File: config.mk
export PLATFORM = sky130hd
export DESIGN_NAME = flow_dep_join
export DESIGN_NICKNAME = d
export VERILOG_FILES = /design/src/rtl/flow_dep_join.sv
export SDC_FILE = /design/constraint.sdc
export NUM_CORES = 1
export LEC_CHECK = 0
export ABC_AREA = 0
export CORE_MARGIN = 4
export CORE_UTILIZATION = 41
export CTS_BUF_LIST = sky130_fd_sc_hd__clkbuf_16
export DETAILED_ROUTE_END_ITERATION = 8
export PLACE_DENSITY = 0.78
export SLEW_MARGIN = 20
export SYNTH_ARGS = -nofsm -noshare
export SYNTH_HDL_FRONTEND = slang
export SYNTH_SLANG_ARGS = --single-unit
File: constraint.sdc
create_clock -name clk -period 3.4 [get_ports clk]
set_input_delay 0.51 -clock clk [delete_from_list [all_inputs] [get_ports clk]]
set_output_delay 0.51 -clock clk [all_outputs]
set_load 0.005 [all_outputs]
File: src/rtl/flow_dep_join.sv
`default_nettype none
// ============================================================================
// Module      : flow_dep_join
// Description : Dependency-join stage of the batch-flow task graph. Collects
//               one done token (with file-tag) from every enabled predecessor,
//               then issues a single start token carrying all collected tags
//               to the dependent cell. Also covers order-only dependencies.
// Revision    : 1.0 - initial release
// ============================================================================
module flow_dep_join #(
    parameter int NUM_PRED    = 4,
    parameter int TAG_W       = 16,
    parameter int CNT_W       = 16,
    parameter int TIMEOUT_CYC = 1024
) (
    input  logic                      clk,
    input  logic                      rst,
    input  logic [NUM_PRED-1:0]       cfg_mask_i,
    input  logic [NUM_PRED-1:0]       done_valid_i,
    input  logic [NUM_PRED*TAG_W-1:0] done_tag_i,
    output logic [NUM_PRED-1:0]       done_ready_o,
    output logic                      start_valid_o,
    output logic [NUM_PRED*TAG_W-1:0] start_tags_o,
    input  logic                      start_ready_i,
    output logic [CNT_W-1:0]          batch_cnt_o,
    output logic                      stall_irq_o,
    output logic                      cfg_err_o
);

    localparam logic [0:0] c_COLLECT = 1'b0;
    localparam logic [0:0] c_FIRE    = 1'b1;

    logic [0:0]                state_q,    state_d;
    logic [NUM_PRED-1:0]       got_q,      got_d;
    logic [NUM_PRED-1:0]       mask_q,     mask_d;
    logic                      mask_vld_q, mask_vld_d;
    logic [NUM_PRED*TAG_W-1:0] tags_q,     tags_d;
    logic [CNT_W-1:0]          cnt_q,      cnt_d;

    logic [NUM_PRED-1:0]       w_hs;
    logic [NUM_PRED-1:0]       w_got_hs;
    logic                      w_all_in;

    // Accept tokens only while collecting, only on enabled channels not yet seen
    always_comb begin
        done_ready_o = '0;
        if (state_q == c_COLLECT) begin
            done_ready_o = mask_q & ~got_q;
        end
    end

    // Handshakes this cycle and whether they complete the join
    always_comb begin
        w_hs     = done_valid_i & done_ready_o;
        w_got_hs = got_q | w_hs;
        w_all_in = (mask_q != '0) && ((w_got_hs & mask_q) == mask_q);
    end

    // Join state machine: collect tokens, then hold start until accepted
    always_comb begin
        state_d    = state_q;
        got_d      = got_q;
        mask_d     = mask_q;
        mask_vld_d = mask_vld_q;
        tags_d     = tags_q;
        cnt_d      = cnt_q;
        case (state_q)
            c_COLLECT: begin
                // Mask is only sampled between batches so a running join
                // keeps the predecessor set it started with.
                if (got_q == '0) begin
                    mask_d     = cfg_mask_i;
                    mask_vld_d = 1'b1;
                end
                got_d = w_got_hs;
                for (int i = 0; i < NUM_PRED; i++) begin
                    if (w_hs[i]) begin
                        tags_d[i*TAG_W +: TAG_W] = done_tag_i[i*TAG_W +: TAG_W];
                    end
                end
                if (w_all_in) begin
                    state_d = c_FIRE;
                end
            end
            c_FIRE: begin
                if (start_ready_i) begin
                    got_d   = '0;
                    cnt_d   = cnt_q + CNT_W'(1);
                    state_d = c_COLLECT;
                end
            end
            default: begin
                state_d = c_COLLECT;
            end
        endcase
    end

    // Join state registers
    always_ff @(posedge clk or posedge rst) begin
        if (rst) begin
            state_q    <= c_COLLECT;
            got_q      <= '0;
            mask_q     <= '0;
            mask_vld_q <= 1'b0;
            tags_q     <= '0;
            cnt_q      <= '0;
        end else begin
            state_q    <= state_d;
            got_q      <= got_d;
            mask_q     <= mask_d;
            mask_vld_q <= mask_vld_d;
            tags_q     <= tags_d;
            cnt_q      <= cnt_d;
        end
    end

    assign start_valid_o = (state_q == c_FIRE);
    assign batch_cnt_o   = cnt_q;
    // The reset value of mask_q is not a real configuration, so the error
    // flag only reports once a mask has actually been sampled.
    assign cfg_err_o     = mask_vld_q & (mask_q == '0);

    // Disabled slots always present zero to the dependent cell
    genvar g;
    generate
        for (g = 0; g < NUM_PRED; g++) begin : g_slot
            assign start_tags_o[g*TAG_W +: TAG_W] =
                mask_q[g] ? tags_q[g*TAG_W +: TAG_W] : '0;
        end
    endgenerate

    generate
        if (TIMEOUT_CYC > 0) begin : g_stall
            localparam int c_STALL_W = (TIMEOUT_CYC > 1) ? $clog2(TIMEOUT_CYC + 1) : 1;
            localparam logic [c_STALL_W-1:0] c_TIMEOUT = c_STALL_W'(TIMEOUT_CYC);

            logic [c_STALL_W-1:0] stall_q, stall_d;
            logic                 irq_q,   irq_d;

            // Partial-join watchdog: counts idle cycles, saturates, fires once
            always_comb begin
                stall_d = stall_q;
                if ((state_q != c_COLLECT) || (got_q == '0) || (w_hs != '0)) begin
                    stall_d = '0;
                end else if (stall_q != c_TIMEOUT) begin
                    stall_d = stall_q + c_STALL_W'(1);
                end
                irq_d = (stall_d == c_TIMEOUT) && (stall_q != c_TIMEOUT);
            end

            // Watchdog registers
            always_ff @(posedge clk or posedge rst) begin
                if (rst) begin
                    stall_q <= '0;
                    irq_q   <= 1'b0;
                end else begin
                    stall_q <= stall_d;
                    irq_q   <= irq_d;
                end
            end

            assign stall_irq_o = irq_q;
        end else begin : g_no_stall
            assign stall_irq_o = 1'b0;
        end
    endgenerate

endmodule
`default_nettype wire

# After elaboration in Yosys (flattened, before gate mapping)

Cells that the tools add are included.

Equality and inequality tests: 4
$lt $le $gt $ge: 0
Add/subtract/negate cells: 2
$mul: 0
Reductions and logical operators: 14
Shift operators: 0
Bitwise logic cells: 7
Div/mod/pow operators: 0
Mux-type cells: 12

Operators by type and width:

| cell                                                            | number |
|---|---|
| 16-bit 2-to-1 mux                                               | 4 |
| 11-bit 2-to-1 mux                                               | 2 |
| 16-bit by 1-bit adder with 16-bit output, second input constant | 1 |
| 4-bit bitwise AND                                               | 3 |
| 2-bit AND reduction                                             | 6 |
| 11-bit by 1-bit adder with 11-bit output, second input constant | 1 |
| 11-bit == test, second input constant                           | 1 |
| 11-bit inequality test, second input constant                   | 1 |
| 4-bit logical NOT                                               | 2 |
| 4-bit 2-to-1 mux                                                | 2 |
| 4-bit one-hot mux with 2 select lines                           | 1 |
| 4-bit nonzero test                                              | 2 |
| 4-bit == test                                                   | 1 |
| 4-bit NOT                                                       | 1 |
| 4-bit OR                                                        | 1 |
| 1-bit logical AND                                               | 2 |
| 1-bit logical OR                                                | 2 |
| 1-bit 2-to-1 mux                                                | 2 |
| 2-bit inequality test, second input constant                    | 1 |
| 1-bit one-hot mux with 2 select lines                           | 1 |
| 1-bit bitwise AND                                               | 1 |
| 1-bit NOT                                                       | 1 |

Memories: 0
Input bits: 75
Register bits: 102
Word-level logic and storage cells: 50
Bits in read-only memories: 0
Output and inout bits: 87
Latch bits: 0
RAM bits: 0

# Depth between registers and ports, before layout

Depth in word-level cells: 10
Mapped depth: 7
Mapped depth without buffers: 6

# Worst setup path before layout

Ideal clock, no wire load.

Kind: input to register
From: input port done_valid_i[2]
To: register tags_q[32]
Buffers on the path: 2
Library setup time: 125 ps
Data required time: 3275 ps
Path slack: 1776 ps
Cell stages on the path: 4
Data arrival time: 1499 ps
Cell sequence: nor4bb_1 buf_2 buf_4 mux2_2

Longest elaborated chain between the ends: 2

Ends and longest elaborated chain:

| element                       | RTL line | source |
|---|---|---|
| from (decl)                   | 19       | `input logic [NUM_PRED-1:0] done_valid_i,` |
| 4-bit bitwise AND             | 54       | `w_hs = done_valid_i & done_ready_o;` |
| 2-bit AND reduction (no line) | -        |  |
| to (signal assigned)          | 112      | `tags_q <= tags_d;` |
| to (decl)                     | 37       | `logic [NUM_PRED*TAG_W-1:0] tags_q, tags_d;` |

No other way between the ends.
A chain may end at the register's enable or synchronous reset.

# Worst setup path in the final report

From: register mask_q[1]
To: output port cfg_err_o

Longest elaborated chain between the ends: 2

Ends and longest elaborated chain:

| element                | RTL line | source |
|---|---|---|
| from (decl)            | 35       | `logic [NUM_PRED-1:0] mask_q, mask_d;` |
| from (signal assigned) | 110      | `mask_q <= mask_d;` |
| 4-bit logical NOT      | 121      | `assign cfg_err_o = mask_vld_q & (mask_q == '0);` |
| 1-bit bitwise AND      | 121      |  |
| to (decl)              | 27       | `output logic cfg_err_o` |

No other way between the ends.

==> flow_metrics.py <==
metrics = {
    "outcome": {
        "status": "complete, no violations",
    },
    "worst_setup_path": {
        "crit_chain": "nor4_1 > and2_1 > clkdlybuf4s50_1",
        "worstRegToRegCells": 4,
        "path_buf_inv": 1,
        "worst_setup_path_start_kind": "flip-flop",
        "path_class": "flip-flop to output port",
        "cp_max_fo": 20,
        "r2r_end": "batch_cnt_o[13]$_DFFE_PP0P_",
        "cp_slowest_cell": "dfrtp_1",
        "r2r_start": "start_valid_o$_DFF_PP0_",
        "path_depth": 3,
        "required_ps": 2890,
        "arrival_ps": 2110,
        "end_kind": "output port",
        "regToRegSetupSlack_ps": 1380,
        "critPathMaxStageDelay_ps": 600,
        "worst_path_dominant_cell_family": "simple AND/OR/NAND/NOR gates",
    },
    "placement": {
        "io_buffer_count": 161,
        "dpl_worst_slack_ps": 1170,
        "place_hpwl_um": 8510,
        "dpl-instance-area_um2": 6500,
        "place.gp.congestion": 0.786,
    },
    "sta": {
        "tns_ps": 0,
        "whs_ps": 474,
        "max_clock_freq_mhz": 382,
        "setup_ws_ps": 780,
        "slew_headroom": 0.506,
        "min_period_over_period": 0.770,
        "rsz0062_at_grt": "false",
        "drv_slew": 0,
        "fin_skew_ps": 8.04,
        "setup_viol": 0,
        "layout_min_cycle_time_ps": 2620,
        "hold_viol": 0,
        "tightest_slew_ps": 741,
    },
    "layout": {
        "drive_gt1_frac": 0.157,
        "design_area_um2": 6770,
        "n_fill_cell": 933,
        "antenna-diode-count": 0,
        "nNetsFinal": 626,
        "syn_to_final_growth_pct": 44.3,
    },
    "cts": {
        "path_clk_slew_ps": 70,
        "cts_made_buffers": 9,
        "cts_root_buf": "clkbuf_16",
        "clock_sinks": 102,
        "hold_buffers": 0,
        "cts_max_level": 3,
        "post_cts_buffers": 0,
        "cts_buffer_depth": 2,
        "cts_tree": "done",
        "ctsResizeCount": 0,
        "clock_latency_ps": 340,
    },
    "pwr": {
        "power_mw": 5.40,
        "p_per_area_nw_per_um2": 797,
        "vdd_drop_max_uv": 525,
        "power.leakage_nw": 2.80,
    },
    "die": {
        "std_cell_rows": 38,
        "chipWidth_um": 115,
        "fp.dieH_um": 115,
        "io_pins": 162,
        "start_util": 0.425,
        "coreArea_um2": 11000,
        "die-area_um2": 13200,
    },
    "worst_hold_path": {
        "hold_class": "flip-flop to flip-flop",
        "hold_depth": 1,
        "whs_endpoint": "mask_vld_q$_DFFE_PP0P_",
        "hold_start": "mask_vld_q$_DFFE_PP0P_",
    },
    "route": {
        "route.detailed.drc": 0,
        "drt-total-wl_um": 11400,
        "vias": 3456,
        "antenna_left": 0,
        "wire_per_inst_um": 16.4,
        "drt_pass1_iterations": 4,
        "drt_iter0_drc": 175,
        "detail_route.vias_per_cell": 4.99,
    },
    "logic_synthesis": {
        "synth_cells": 390,
        "synthesis.nets": 468,
        "yosysTopAreaCell": "dfrtp_1",
        "synth_area_um2": 4690,
        "synth_area_leaders": "dfrtp_1 (54%), mux2_2 (14%), and2_1 (8.7%)",
        "ys_types": 40,
        "yosys_warnings": 0,
        "synth_most_common_cell": "dfrtp_1",
        "synthFlopType": "dfrtp_1",
        "ys_seq_elements": 102,
        "ys_seq_area_frac": 0.544,
        "synthTopCellsByCount": "dfrtp_1 (102), and2_1 (65), mux2_2 (57), nor2_1 (25), xnor2_1 (17)",
        "synth_top_area_share": 0.544,
        "syn_avg_cell_area_um2": 12.0,
        "ys_async_sr_fraction": 1.00,
        "synth-edff-count": 0,
    },
    "global_routing": {
        "grt_antenna_before_repair": 0,
        "grt_max_degree": 57,
        "grt_pass1_vias": 3863,
        "grt_pass1_wl_um": 18800,
        "grt_usage": 0.177,
        "grt_remaining_overflow": 0,
    },
    "run": {
        "drv_cap": 0,
    },
}
[flip-flops by register name, summed over array words and instances, names as in the netlist]
signal / cells
start_valid_o: 1
mask_q: 4
g_stall.stall_q: 11
stall_irq_o: 1
tags_q: 64
mask_vld_q: 1
batch_cnt_o: 16
got_q: 4
[cell type report]
type	count	area, um2	area share
Inverter	7	28.8	0.00425
Clock buffer	9	225	0.0333
Multi-Input combinational cell	262	2080	0.307
Timing Repair Buffer	166	1660	0.245
Tap cell	140	175	0.0259
Clock inverter	7	48.8	0.00721
Sequential cell	102	2550	0.377
[cells by family (layout without fill, tap and decap cells)]
logic type / Yosys count / count (layout) / synth area share
buffers and inverters: 26 / 189 / 0.0259
flip-flops: 102 / 102 / 0.544
multiplexers: 71 / 71 / 0.170
AND/OR/NAND/NOR: 147 / 147 / 0.182
XOR/XNOR: 24 / 24 / 0.0448
adder cells (fa/ha/maj): 3 / 3 / 0.00800
AO/OA/AOI/OAI: 17 / 17 / 0.0256
[cells in the final DEF, fill, tap and decap left out, drive strengths merged, types with 8 or more instances in the layout]
master,count
clkdlybuf4s50,161
dfrtp,102
mux2,70
and2,65
nor2,25
xnor2,17
nand2,12
inv,10
clkbuf,9
nand3,9
nand4,8
nor3,8
[power by group]
part / internal [mW] / total [mW] / switching (mW)
Sequential: 1.70 / 2.13 / 0.431
Clock: 0.499 / 0.948 / 0.449
Combinational: 1.55 / 2.32 / 0.772
[worst max-delay path by stage]
stage / from / end / slack, ps
after floorplan: rst / batch_cnt_o[0]$_DFFE_PP0P_ / 210
after global placement: mask_q[1]$_DFFE_PP0P_ / cfg_err_o / 1150
after detailed placement: mask_q[1]$_DFFE_PP0P_ / cfg_err_o / 1170
after CTS: mask_q[1]$_DFFE_PP0P_ / cfg_err_o / 730
after global routing: mask_q[1]$_DFFE_PP0P_ / cfg_err_o / 630
final: mask_q[1]$_DFFE_PP0P_ / cfg_err_o / 780
[per-layer routing]
layer,up-vias,track usage,part of all wire
met5,-,0,0
met4,0,0.0336,0.010
met3,10,0.0737,0.083
met2,105,0.308,0.51
met1,1707,0.208,0.40
li1,1634,-,-
[stage by stage]
step            util  cells
3_3_place_gp   0.589    677
6_report       0.614    693
2_1_floorplan      -    390
3_5_place_dp   0.589    677
5_1_grt        0.614    693
4_1_cts        0.614    693
(Power assumes the default switching activity.)
==> RTL change 1 (config.mk and constraints unchanged) <==
Register the input `cfg_mask_i` before use. The logic sees it one clock later. The other inputs are not delayed to match.
--- a/src/rtl/flow_dep_join.sv
+++ b/src/rtl/flow_dep_join.sv
@@ -30,4 +30,10 @@
     localparam logic [0:0] c_COLLECT = 1'b0;
     localparam logic [0:0] c_FIRE    = 1'b1;
+
+    logic [NUM_PRED-1:0] cfg_mask_q;
+
+    always_ff @(posedge clk) begin
+        cfg_mask_q <= cfg_mask_i;
+    end
 
     logic [0:0]                state_q,    state_d;
@@ -70,5 +76,5 @@
                 // keeps the predecessor set it started with.
                 if (got_q == '0) begin
-                    mask_d     = cfg_mask_i;
+                    mask_d     = cfg_mask_q;
                     mask_vld_d = 1'b1;
                 end
Check against the original RTL: not equivalent (a bounded check fails within 4 cycles, from zero or initial values and one cycle with rst high).
==> RTL change 1 against the original RTL <==
  * Wire length about the same
  * Sequential share of layout area increased by 0.56 points
  * Highest routed layer unchanged
  * Power increased by 1.8%
  * Setup slack improved by 0.040 ns
  * Sequential cell count increased by 4
  * Largest cell class unchanged
  * Area after synthesis increased by 2.3%
  * Final area increased by 1.6%
  * Largest power group unchanged
==> RTL change 1: results (changes against the original RTL) <==
The register-to-register setup slack is 1.10 ns (-0.28 ns). The post-synth net total came out at 481 (+2.8%). The path with the worst hold slack has its endpoint at mask_q[3]. The fraction of standard cell area that is sequential is 38.25% (+0.56 points). The slew at the pin with the worst max-slew slack is 0.7502 ns (+0.009339 ns). The tapcell count came out at 143 (+2.1%).

The setup slack of the critical path after layout came out at 0.8201 ns (+0.03964 ns). The mean number of vias per cell came to 5.041 (+1.1%). The worst-case hold slack came out at 0.4636 ns (-0.01073 ns). The met3 demand-to-capacity share in global routing is 7.565% (+0.20 points). The all-layer global routing usage came out at 17.65% (-0.095 points).

Ranked by instance count, the synthesized netlist is headed by 102 x dfrtp_1, 69 x mux2_2, 65 x and2_1, 22 x nor2_1, 14 x nand2_1. The fraction of met1 tracks used by global routing is 20.29% (-0.51 points). The DRC marker count from the first detailed-route iteration is 151 (-14%). The leakage power figure came out at 0.002873 uW (+2.7%). The number of distinct library cells after synthesis is 39 (-2.5%).

The largest vdd supply drop came to 0.5353 mV (+2.0%). The proportion of layout cells with a drive suffix above 1 came out at 16.96% (+1.2 points). In this run the worst setup path begins at mask_q[2].

The fraction of synthesis flops using an asynchronous set or reset pin is 96.23% (-3.8 points). The flow ran to the end, and the final reports show no timing, DRC or antenna violations. The met2 track demand over resource in global routing is 30.61% (-0.22 points). The filler cell count in the final layout came out at 950 (+1.8%). The count of placed standard cells including taps is 687 (+1.5%). The non-clock buffer share of cell area came out at 24.15% (-0.39 points). The data arrival time of the worst path came out at 2.07 ns (-0.04 ns). In this run the most critical hold path is launched from cfg_mask_q[3]. The final standard cell count with taps included and fillers excluded came out at 703 (+1.4%). The final instance area came out at 6882 um2 (+1.6%). The wire length the detailed router placed on met1 is 4349 um (-4.5%).

The post-place instance area came out at 6595 um2 (+1.5%). The maximum single-stage delay on the critical path is 0.57 ns (-0.03 ns). The multi-input gate share of total cell area came out at 30.47% (-0.24 points). The share of the yosys chip area belonging to registers came out at 54.83% (+0.45 points).

The cell count after synthesis came to 403 (+3.3%). The share of final layout cell area taken by clock buffers and inverters came out at 4.164% (+0.12 points). The cell count of the worst reg-to-reg path came out at 4 (unchanged).

The half-perimeter wire length after placement came to 8452 um (-0.63%). The global-route wire length before repair is 18850 um (+0.18%). The total number of sequential cells came out at 106 (+3.9%).

The average detailed-routed wire length per instance is 16.19 um (-1.5%). The net count reported at finish is 633 (+1.1%). The worst slack at placement came out at 1.034 ns (-0.1325 ns). The wire length on met2 is 5853 um (+1.3%). The number of logic inverters in the finished layout came to 6 (-1). The largest net degree at the start of global routing came to 58 (+1.8%). The via count of the first global-routing pass is 3916 (+1.4%). In the post-synthesis netlist, the biggest area contributors are dfrtp_1 53%, mux2_2 16%, and2_1 8.5%. The final weighted congestion in routability-driven placement came out at 0.8280 (+5.4%). The met3 wire length is 1011 um (+6.4%).
[RTL change 1: cell count changes after synthesis, sizes merged, moves of 2 or more]
cell / delta
buf: +2
xnor2: -5
clkbuf: +4
nor4: +4
nor2: -3
dfxtp: +4
nand3: +3
xor2: +4
nor3: -2
nand2: +2
o21ai: -2
[RTL change 1: critical path, delay by kind of cell (launching register included)]
family                 cells  cell delay (ns)
buffers and inverters      1             0.53
flip-flops                 1             0.57
AND/OR/NAND/NOR            2             0.63
[RTL change 1: kinds of logic (layout without fill, tap and decap cells)]
group,count (synthesis),count (layout),synth area share (%)
and+or+nand+nor,149,149,17.88
DFF,106,106,54.83
muxes,70,70,16.39
buffers and inverters,31,188,2.737
xor gates and xnor gates,23,23,4.196
AOI/OAI and AO/OA,21,21,3.180
adders and majority gates,3,3,0.7819
[RTL change 1: report_power, final]
group	internal, uW	switching [uW]	leakage [uW]
logic	1560	757	0.00143
registers	1750	430	0.00129
clock network	563	437	0.000148
total	3870	1620	0.00287
==> RTL change 2 (same settings) <==
Made on the original files. The parameter `TAG_W` goes from 16 to 32.
--- a/src/rtl/flow_dep_join.sv
+++ b/src/rtl/flow_dep_join.sv
@@ -10,5 +10,5 @@
 module flow_dep_join #(
     parameter int NUM_PRED    = 4,
-    parameter int TAG_W       = 16,
+    parameter int TAG_W       = 32,
     parameter int CNT_W       = 16,
     parameter int TIMEOUT_CYC = 1024
Interface: changed (resized done_tag_i and start_tags_o); port bits go from 162 to 290. The function was not compared with the original's and may differ.
==> RTL change 2 against the original RTL <==
  * Count of clock-buffer cells in the layout is 8 higher
  * Power is 76% higher
  * Area after synthesis is 59% higher
  * Sequential cell count is 64 higher
  * Setup slack worse by 0.22 ns
  * Clock skew is 0.0049 ns higher
  * Final area is 65% higher
  * Wire length is 65% higher
  * Highest routed layer unchanged
==> RTL change 2: results (changes against the original RTL) <==
The startpoint identified for the worst hold timing path is batch_cnt_o[15]. The wire length on met2 is 8892 um (+54%). The share of the yosys chip area belonging to registers is 55.55% (+1.2 points).

After synthesis, the cell types taking the most area are dfrtp_1 56%, mux2_2 20%, and2_1 11%. The global-route wire length before repair came to 29240 um (+55%). The proportion of layout cells with a drive suffix above 1 is 20.34% (+4.6 points). The CTS buffer count came out at 17 (+8). The filler cell count in the final layout came to 1486 (+59%). The final weighted congestion in routability-driven placement came out at 0.7751 (-1.3%). The setup skew after layout is 0.01294 ns (+0.004903 ns). The post-place instance area is 10640 um2 (+64%). The relative area change from synthesis to final layout is 49.72%. The post-synth net total came to 735 (+57%).

The internal power consumption is 6687 uW (+78%). The quantity of I/O buffers inserted on ports is 289 (+80%). The net count reported at finish was 1019 (+63%). In this run the critical register-to-register path is captured at tags_q[113]. The XOR/XNOR share of the synthesized area is 2.811% (-1.7 points). The all-layer global routing usage is 18.21% (+0.46 points). The worst slew margin relative to its limit was 35.27% (-15 points). The compound-cell area share of the yosys netlist came out at 1.456% (-1.1 points). The clock network latency to the later pin of the worst-skew pair came out at 0.42 ns (+0.08 ns). The highest net fanout along the worst path came out at 36 (+80%). The post-synthesis adder-cell area fraction is 0.5019% (-0.30 points).

The flow ran to the end, and the final reports show no timing, DRC or antenna violations.
==> RTL change 2: cell count changes after synthesis, moves of 6 or more <==
cell / change
buf_2: +10
mux2_1: -13
dfrtp_1: +64
and2_1: +66
clkbuf_1: +6
mux2_2: +77
==> RTL change 2: cell type report <==
class	instances	share of cell area, %
sequential	166	37.10
multi-input combinational	390	28.74
timing repair buffer	296	26.42
clock buffer	17	3.799
tap	229	2.559
clock inverter	15	1.151
inverter	6	0.2347
==> RTL change 2: power groups by stage <==
stage | Sequential (uW) | Clock (uW) | Combinational, uW
CTS | 3450 | 1880 | 4310
finish | 3440 | 1830 | 4220
floorplan | 3210 | 0 | 2180
global route | 3570 | 1980 | 4580
global placement | 3440 | 0 | 4220
detailed placement | 3490 | 0 | 4290
==> RTL change 2: stage by stage <==
step	std cells	setup WS (ns)
3_5_place_dp	1087	0.9319
2_1_floorplan	593	0.7772
3_3_place_gp	1087	0.9657
6_report	1119	0.5629
4_1_cts	1119	0.4551
5_1_grt	1119	0.3005
==> RTL change 2: layer usage <==
layer	track usage [%]	vias up
met4	6.903	0
li1	-	2573
met1	21.78	2603
met2	29.10	204
met3	8.038	32
met5	0	-
==> RTL change 2: kinds of logic (layout without fill, tap and decap cells) <==
family | Yosys count | after routing
and+or+nand+nor | 214 | 214
DFF | 166 | 166
muxes | 135 | 135
buffers and inverters | 37 | 334
xor gates and xnor gates | 24 | 24
AOI/OAI and AO/OA | 14 | 14
adders and majority gates | 3 | 3
==> RTL change 2: worst reg2reg max path, cell delays in order, from the launching register on <==
cell and delay [ns]:
dfrtp_1 0.93, nor4bb_4 0.50, buf_4 0.44, mux2_2 0.41
